## src/rtl/time_entry_loader.sv

```systemverilog
// Keypad time-entry front end: shifts BCD digits in, strobes them into the timer chain on start.
// Optional build macro SEC_CLAMP_EN clamps seconds above 59 to 59 when loading.
module time_entry_loader (
    input  logic       clk,
    input  logic       clr,
    input  logic [9:0] keys,
    input  logic       start,
    input  logic       cancel,
    output logic [3:0] min_tens,
    output logic [3:0] min_ones,
    output logic [3:0] sec_tens,
    output logic [3:0] sec_ones,
    output logic       loadn,
    output logic [2:0] digit_cnt,
    output logic       armed
);

    localparam logic [1:0] ST_IDLE  = 2'd0;
    localparam logic [1:0] ST_ENTRY = 2'd1;
    localparam logic [1:0] ST_LOAD  = 2'd2;
    localparam logic [1:0] ST_ARMED = 2'd3;

    logic [1:0]  state_r;
    logic [1:0]  state_s;
    logic [15:0] digits_r;
    logic [15:0] digits_s;
    logic [2:0]  cnt_r;
    logic [2:0]  cnt_s;
    logic        loadn_r;
    logic        armed_r;
    logic [9:0]  keys_q_r;
    logic        first_r;
    logic        start_block_r;
    logic        start_block_s;
    logic [9:0]  press_s;
    logic        press_any_s;
    logic [3:0]  digit_s;
    logic        start_go_s;

    function automatic logic [3:0] lowest_digit(input logic [9:0] p);
        logic [3:0] d;
        d = 4'd0;
        for (int i = 9; i >= 0; i--) begin
            if (p[i]) begin
                d = 4'(i);
            end
        end
        return d;
    endfunction

    function automatic logic [15:0] clamp_secs(input logic [15:0] d);
`ifdef SEC_CLAMP_EN
        if (d[7:4] > 4'd5) begin
            return {d[15:8], 4'd5, 4'd9};
        end else begin
            return d;
        end
`else
        return d;
`endif
    endfunction

    // Keys already high on the first cycle after reset are only captured, never pressed.
    assign press_s     = keys & ~keys_q_r & ~{10{first_r}};
    assign press_any_s = |press_s;
    assign digit_s     = lowest_digit(press_s);
    // Start is a level, but after a load it stays locked out until seen low.
    assign start_go_s  = start & ~start_block_r;

    // Next-state, digit and count logic with priority cancel > start > press.
    always_comb begin
        state_s       = state_r;
        digits_s      = digits_r;
        cnt_s         = cnt_r;
        start_block_s = start_block_r & start;
        case (state_r)
            ST_IDLE: begin
                if (cancel) begin
                    digits_s = 16'h0000;
                    cnt_s    = 3'd0;
                end else if (press_any_s) begin
                    digits_s = {12'h000, digit_s};
                    cnt_s    = 3'd1;
                    state_s  = ST_ENTRY;
                end else begin
                    digits_s = 16'h0000;
                    cnt_s    = 3'd0;
                end
            end
            ST_ENTRY: begin
                if (cancel) begin
                    digits_s = 16'h0000;
                    cnt_s    = 3'd0;
                    state_s  = ST_IDLE;
                end else if (start_go_s) begin
                    digits_s      = clamp_secs(digits_r);
                    start_block_s = 1'b1;
                    state_s       = ST_LOAD;
                end else if (press_any_s && (cnt_r != 3'd4)) begin
                    digits_s = {digits_r[11:0], digit_s};
                    cnt_s    = cnt_r + 3'd1;
                end else begin
                    state_s = ST_ENTRY;
                end
            end
            ST_LOAD: begin
                if (cancel) begin
                    digits_s = 16'h0000;
                    cnt_s    = 3'd0;
                    state_s  = ST_IDLE;
                end else begin
                    state_s = ST_ARMED;
                end
            end
            ST_ARMED: begin
                if (cancel) begin
                    digits_s = 16'h0000;
                    cnt_s    = 3'd0;
                    state_s  = ST_IDLE;
                end else if (start_go_s) begin
                    digits_s      = clamp_secs(digits_r);
                    start_block_s = 1'b1;
                    state_s       = ST_LOAD;
                end else if (press_any_s) begin
                    digits_s = {12'h000, digit_s};
                    cnt_s    = 3'd1;
                    state_s  = ST_ENTRY;
                end else begin
                    state_s = ST_ARMED;
                end
            end
            default: begin
                digits_s = 16'h0000;
                cnt_s    = 3'd0;
                state_s  = ST_IDLE;
            end
        endcase
    end

    // State, data and strobe registers; clr aborts a load strobe immediately.
    always_ff @(posedge clk or posedge clr) begin
        if (clr) begin
            state_r       <= ST_IDLE;
            digits_r      <= 16'h0000;
            cnt_r         <= 3'd0;
            loadn_r       <= 1'b1;
            armed_r       <= 1'b0;
            keys_q_r      <= 10'd0;
            first_r       <= 1'b1;
            start_block_r <= 1'b0;
        end else begin
            state_r       <= state_s;
            digits_r      <= digits_s;
            cnt_r         <= cnt_s;
            loadn_r       <= (state_s != ST_LOAD);
            armed_r       <= (state_s == ST_ARMED);
            keys_q_r      <= keys;
            first_r       <= 1'b0;
            start_block_r <= start_block_s;
        end
    end

    assign min_tens  = digits_r[15:12];
    assign min_ones  = digits_r[11:8];
    assign sec_tens  = digits_r[7:4];
    assign sec_ones  = digits_r[3:0];
    assign loadn     = loadn_r;
    assign digit_cnt = cnt_r;
    assign armed     = armed_r;

endmodule

```

## config.mk

```make
export PLATFORM = sky130hd
export DESIGN_NAME = time_entry_loader
export DESIGN_NICKNAME = d
export VERILOG_FILES = /design/src/rtl/time_entry_loader.sv
export SDC_FILE = /design/constraint.sdc
export NUM_CORES = 1
export LEC_CHECK = 0
export CAP_MARGIN = 30
export CORE_ASPECT_RATIO = 1.5
export CORE_MARGIN = 1.5
export CORE_UTILIZATION = 45
export DETAILED_ROUTE_END_ITERATION = 8
export GPL_ROUTABILITY_DRIVEN = 0
export PLACE_DENSITY = 0.73
export SYNTH_ARGS = -nofsm -noshare
export SYNTH_HDL_FRONTEND = slang
export SYNTH_SLANG_ARGS = --single-unit
```

## constraint.sdc

```tcl
create_clock -name clk -period 4.1 [get_ports clk]
set_clock_uncertainty 0.15 [all_clocks]
set_input_delay 1.23 -clock clk [delete_from_list [all_inputs] [get_ports clk]]
set_output_delay 1.23 -clock clk [all_outputs]
set_load 0.02 [all_outputs]
```

# After elaboration in Yosys (flattened, before gate mapping)
# Cells that the tools add are included.
dict set report op_classes {
  add_sub_neg 1
  multipliers 0
  n_div 0
  n_lt_le_gt_ge 0
  n_eq_ne 11
  shifts 0
  muxes 43
  n_bitwise 7
  reduce_logical 5
}
# op n
set op_table {}
lappend op_table {{$mux W16} 7}
lappend op_table {{$pmux W16 S4} 1}
lappend op_table {{$mux W4} 12}
lappend op_table {{$mux W3} 7}
lappend op_table {{$and A10 B10 Y10} 2}
lappend op_table {{$not A10 Y10} 2}
lappend op_table {{$mux W2} 9}
lappend op_table {{$ne A3 B3 Y1 const B} 5}
lappend op_table {{$pmux W3 S4} 1}
lappend op_table {{$reduce_or A10 Y1} 1}
lappend op_table {{$pmux W2 S4} 1}
lappend op_table {{$eq A2 B2 Y1 const B} 3}
lappend op_table {{$mux W1} 5}
lappend op_table {{$reduce_and A5 Y1} 1}
lappend op_table {{$ne A2 B2 Y1 const B} 2}
lappend op_table {{$add A3 B1 Y3 const B} 1}
lappend op_table {{$and A1 B1 Y1} 2}
lappend op_table {{$eq A2 B1 Y1 const B} 1}
lappend op_table {{$logic_not A2 Y1} 1}
lappend op_table {{$reduce_or A2 Y1} 1}
lappend op_table {{$logic_and A1 B1 Y1} 1}
lappend op_table {{$not A1 Y1} 1}
dict set report word_totals {
  regBits 35
  latch_bits 0
  ramBits 0
  rom_bits 0
  input_bits 14
  memories 0
}

# Logic depth before layout (Yosys ltp)
dict set report depth {
  word_depth 17
  mapped_depth 8
}

# Worst setup path before layout
# OpenSTA, ideal clock, no wires.
dict set report synth_path {
  path_kind {input-to-reg}
  start {input port keys[6]}
  end {register cnt_r[2], in the netlist digit_cnt[2]}
  arrival_time_ns 2.484
  slack_ns 1.354
  cell_stages 6
  path_cell_list {nand2b_1 a41oi_2 or3_1 buf_2 and4_1 a2111oi_2}
}
dict set report synth_between {
  elab_chain_len 6
}
# element line_no
set synth_lines {}
lappend synth_lines {{from (decl)} 6} ;# input logic [9:0] keys,
lappend synth_lines {{$and A10 B10 Y10 (*) (2 in a row)} 64} ;# assign press_s = keys & ~keys_q_r & ~{10{first_r}};
lappend synth_lines {{$reduce_or A10 Y1 (*)} 65} ;# assign press_any_s = |press_s;
lappend synth_lines {{$logic_and A1 B1 Y1} 99} ;# end else if (press_any_s && (cnt_r != 3'd4)) begin
lappend synth_lines {{$ne A3 B3 Y1 (no line)} -}
lappend synth_lines {{$reduce_and A5 Y1 (no line) (*)} -}
lappend synth_lines {{to (signal assigned)} 154} ;# cnt_r <= cnt_s;
lappend synth_lines {{to (decl)} 27} ;# logic [2:0] cnt_r;
# Every way passes the cells marked *; elsewhere a longest branch is shown, timed or not.
# A chain may end at the register's enable or synchronous reset.

# Worst setup path after layout
dict set report layout_path {
  start {input port keys[4]}
  end {register cnt_r[2], in the netlist digit_cnt[2]}
}
# The elaborated chain is that of the path after synthesis.

==> out/metrics.cfg <==
[status]
status = finished, final reports clean

[clock_network]
cts_tree = done
cts_root_buffer = clkbuf_8
cts_buffer_depth = 2
post_cts_buffers = 0
clk_transition_reported_paths_ns = 0.07
clk_latency_ns = 0.29
post_cts_resize_count = 0
cts_sinks = 35
cts.hold.buffers_added = 0
cts_buffers = 5
htreeDepth = 2

[timing]
fin_hold_ws_ns = 0.3483
rsz0062_at_grt = false
hold_viol = 0
maxSlewViolCount = 0
max_freq_mhz = 324.7
final.period_utilization_pct = 75.13
fin_crit_ns = 3.080
setup_viol = 0
layout_setup_ws_ns = 1.020
fin_tns_setup_ns = 0
maxSlewHeadroom_pct = 45.59
tightest_slew_ns = 0.8132

[placed_design]
hpwl_mm = 2.278
placed_cells = 223
place_ws_ns = 0.7422
io_buffer_count = 34

[route]
wl_per_cell_um = 12.67
postRouteAntennaNets = 0
totalWireLength_mm = 2.927
vias = 1233
drc = 0
drt_iter0_markers = 19
first_pass_iters = 4
viasPerCell = 5.338

[yosys]
ys.warnings.count = 0
netlist_area_um2 = 1543
synth_area_per_cell_um2 = 10.02
ys_types = 33
yosysMostFrequentCell = nand2_1
yosys.area.top_type = dfrtp_1
syn_nets = 170
synthCells = 154
yosysSeqAreaShare_pct = 56.93
netlist_top_cells_count = 34 x nand2_1, 33 x dfrtp_1, 15 x o21ai_1
synth_edf_count = 0
synth-seq-cells = 35
synth_top_area_share_pct = 53.53
synthArstFlopShare_pct = 100.0
synth_area_leaders = dfrtp_1 54%, nand2_1 8.3%, nand2b_1 5.7%, o21ai_1 4.9%, dfstp_2 3.4%
synth-main-ff-cell = dfrtp_1

[final_layout]
syn2layout_area_growth_pct = 32.60
diodes = 0
n_fill_cell = 276
utilization_pct = 63.50
drive_above_1_share_pct = 8.901
layout.cells.non_filler = 231
nets = 206

[worst_setup_path]
cp.required_ns = 4.12
crit_type = in -> reg
crit_arrival_ns = 3.10
start_kind = primary input
cp-end-kind = flop
critPathMaxFanout = 7

[grt]
grt_max_degree = 33
grt_usage_pct = 18.05
grt_pass1_wl_mm = 5.126
grt_pass1_vias = 1235
grt_antenna_before_repair = 0
grt_overflow = 0

[floorplanning]
boundaryPins = 35
initial_utilization_pct = 47.88
coreArea_um2 = 3222
die_w_um = 50.81
rows = 25
dieArea_um2 = 3796
die_h_um = 74.71

[power]
p_per_area_nw_per_um2 = 391.7
cellLeakagePower_uw = 0.0008529
ir_drop_mv = 0.3741

[worst_hold_path]
holdCritPathClass = reg -> reg

[flow_run]
cap_violations = 0

==> stage by stage <==
step	instance area (um2)	power, uW
floorplan	1543	449.4
global placement	1928	492.1
detailed placement	1928	495.3
CTS	2046	809.9
global route	2046	838.1
finish	2046	801.4
==> layout by cell type (no fill, tap or decap), types with 2 or more instances in the layout <==
cell and instances:
nand2b_1 14, nor2b_1 3, o21a_1 2, inv_1 7
nand2_1 34, buf_4 2, nor2_1 2, o21ai_1 15
ha_1 2, dfrtp_1 33, clkbuf_8 6, o21ai_0 5
dfstp_2 2, or3_1 2, a21oi_1 7, a221oi_1 2
clkdlybuf4s50_1 34
==> layer usage <==
| metal | GRT usage [%] | up-vias | part of all wire (%) | routed length [um] |
|---|---|---|---|---|
| met1 | 19.95 | 580 | 38 | 1119 |
| met3 | 4.762 | 9 | 5.1 | 150 |
| met2 | 30.85 | 43 | 53 | 1561 |
| met4 | 11.41 | 0 | 3.3 | 96 |
| met5 | 0 | - | 0 | 0 |
| li1 | - | 601 | - | - |
==> sequential cells by signal, indices dropped and copies added (netlist names) <==
signal	cells
armed	1
digit_cnt	3
digits_r	16
first_r	1
keys_q_r	10
loadn	1
start_block_r	1
state_r	2
==> final timing paths <==
check | from | to | slack, ns | cells after the start
setup / recovery | keys[4] | digit_cnt[2] | 1.02 | 6
hold / removal | digits_r[13] | digits_r[13] | 0.35 | 2
setup reg to reg | digit_cnt[0] | digit_cnt[2] | 1.97 | 7
hold reg to reg | digits_r[13] | digits_r[13] | 0.35 | 2
max in group asynchronous | clr | state_r[1] | 1.91 | 3
min in group asynchronous | clr | digits_r[15] | 1.20 | 2
==> report_power, final <==
group / leakage [uW] / switching [uW] / internal [uW]
Combinational: 0.000338 / 64.6 / 48.4
Sequential: 0.000453 / 13.5 / 361
Clock: 0.0000612 / 117 / 196
Total: 0.000853 / 195 / 606
==> worst max-delay path, stage by stage <==
cell             delay (ns)
clkdlybuf4s50_1        0.42
nand2b_1               0.16
a41oi_2                0.21
or3_1                  0.51
and4_1                 0.25
a2111oi_2              0.33
==> cell families after synthesis <==
logic type	Yosys count	share of synthesized area, %
muxes	1	0.7299
buffers and inverters	14	3.731
and+or+nand+nor	60	18.90
DFF	35	56.93
other	1	0.2431
AOI/OAI and AO/OA	41	17.84
adders and majority gates	2	1.622
==> layout make-up <==
class / count / area, um2 / area share, %
inverters: 7 / 26.28 / 1.284
flip-flops and latches: 35 / 878.3 / 42.94
multi-input cells: 105 / 618.1 / 30.21
clock inverters: 2 / 35.03 / 1.713
clock buffers: 6 / 82.58 / 4.037
well taps: 40 / 50.05 / 2.446
repair buffers: 36 / 355.3 / 17.37
(Power assumes the default switching activity.)
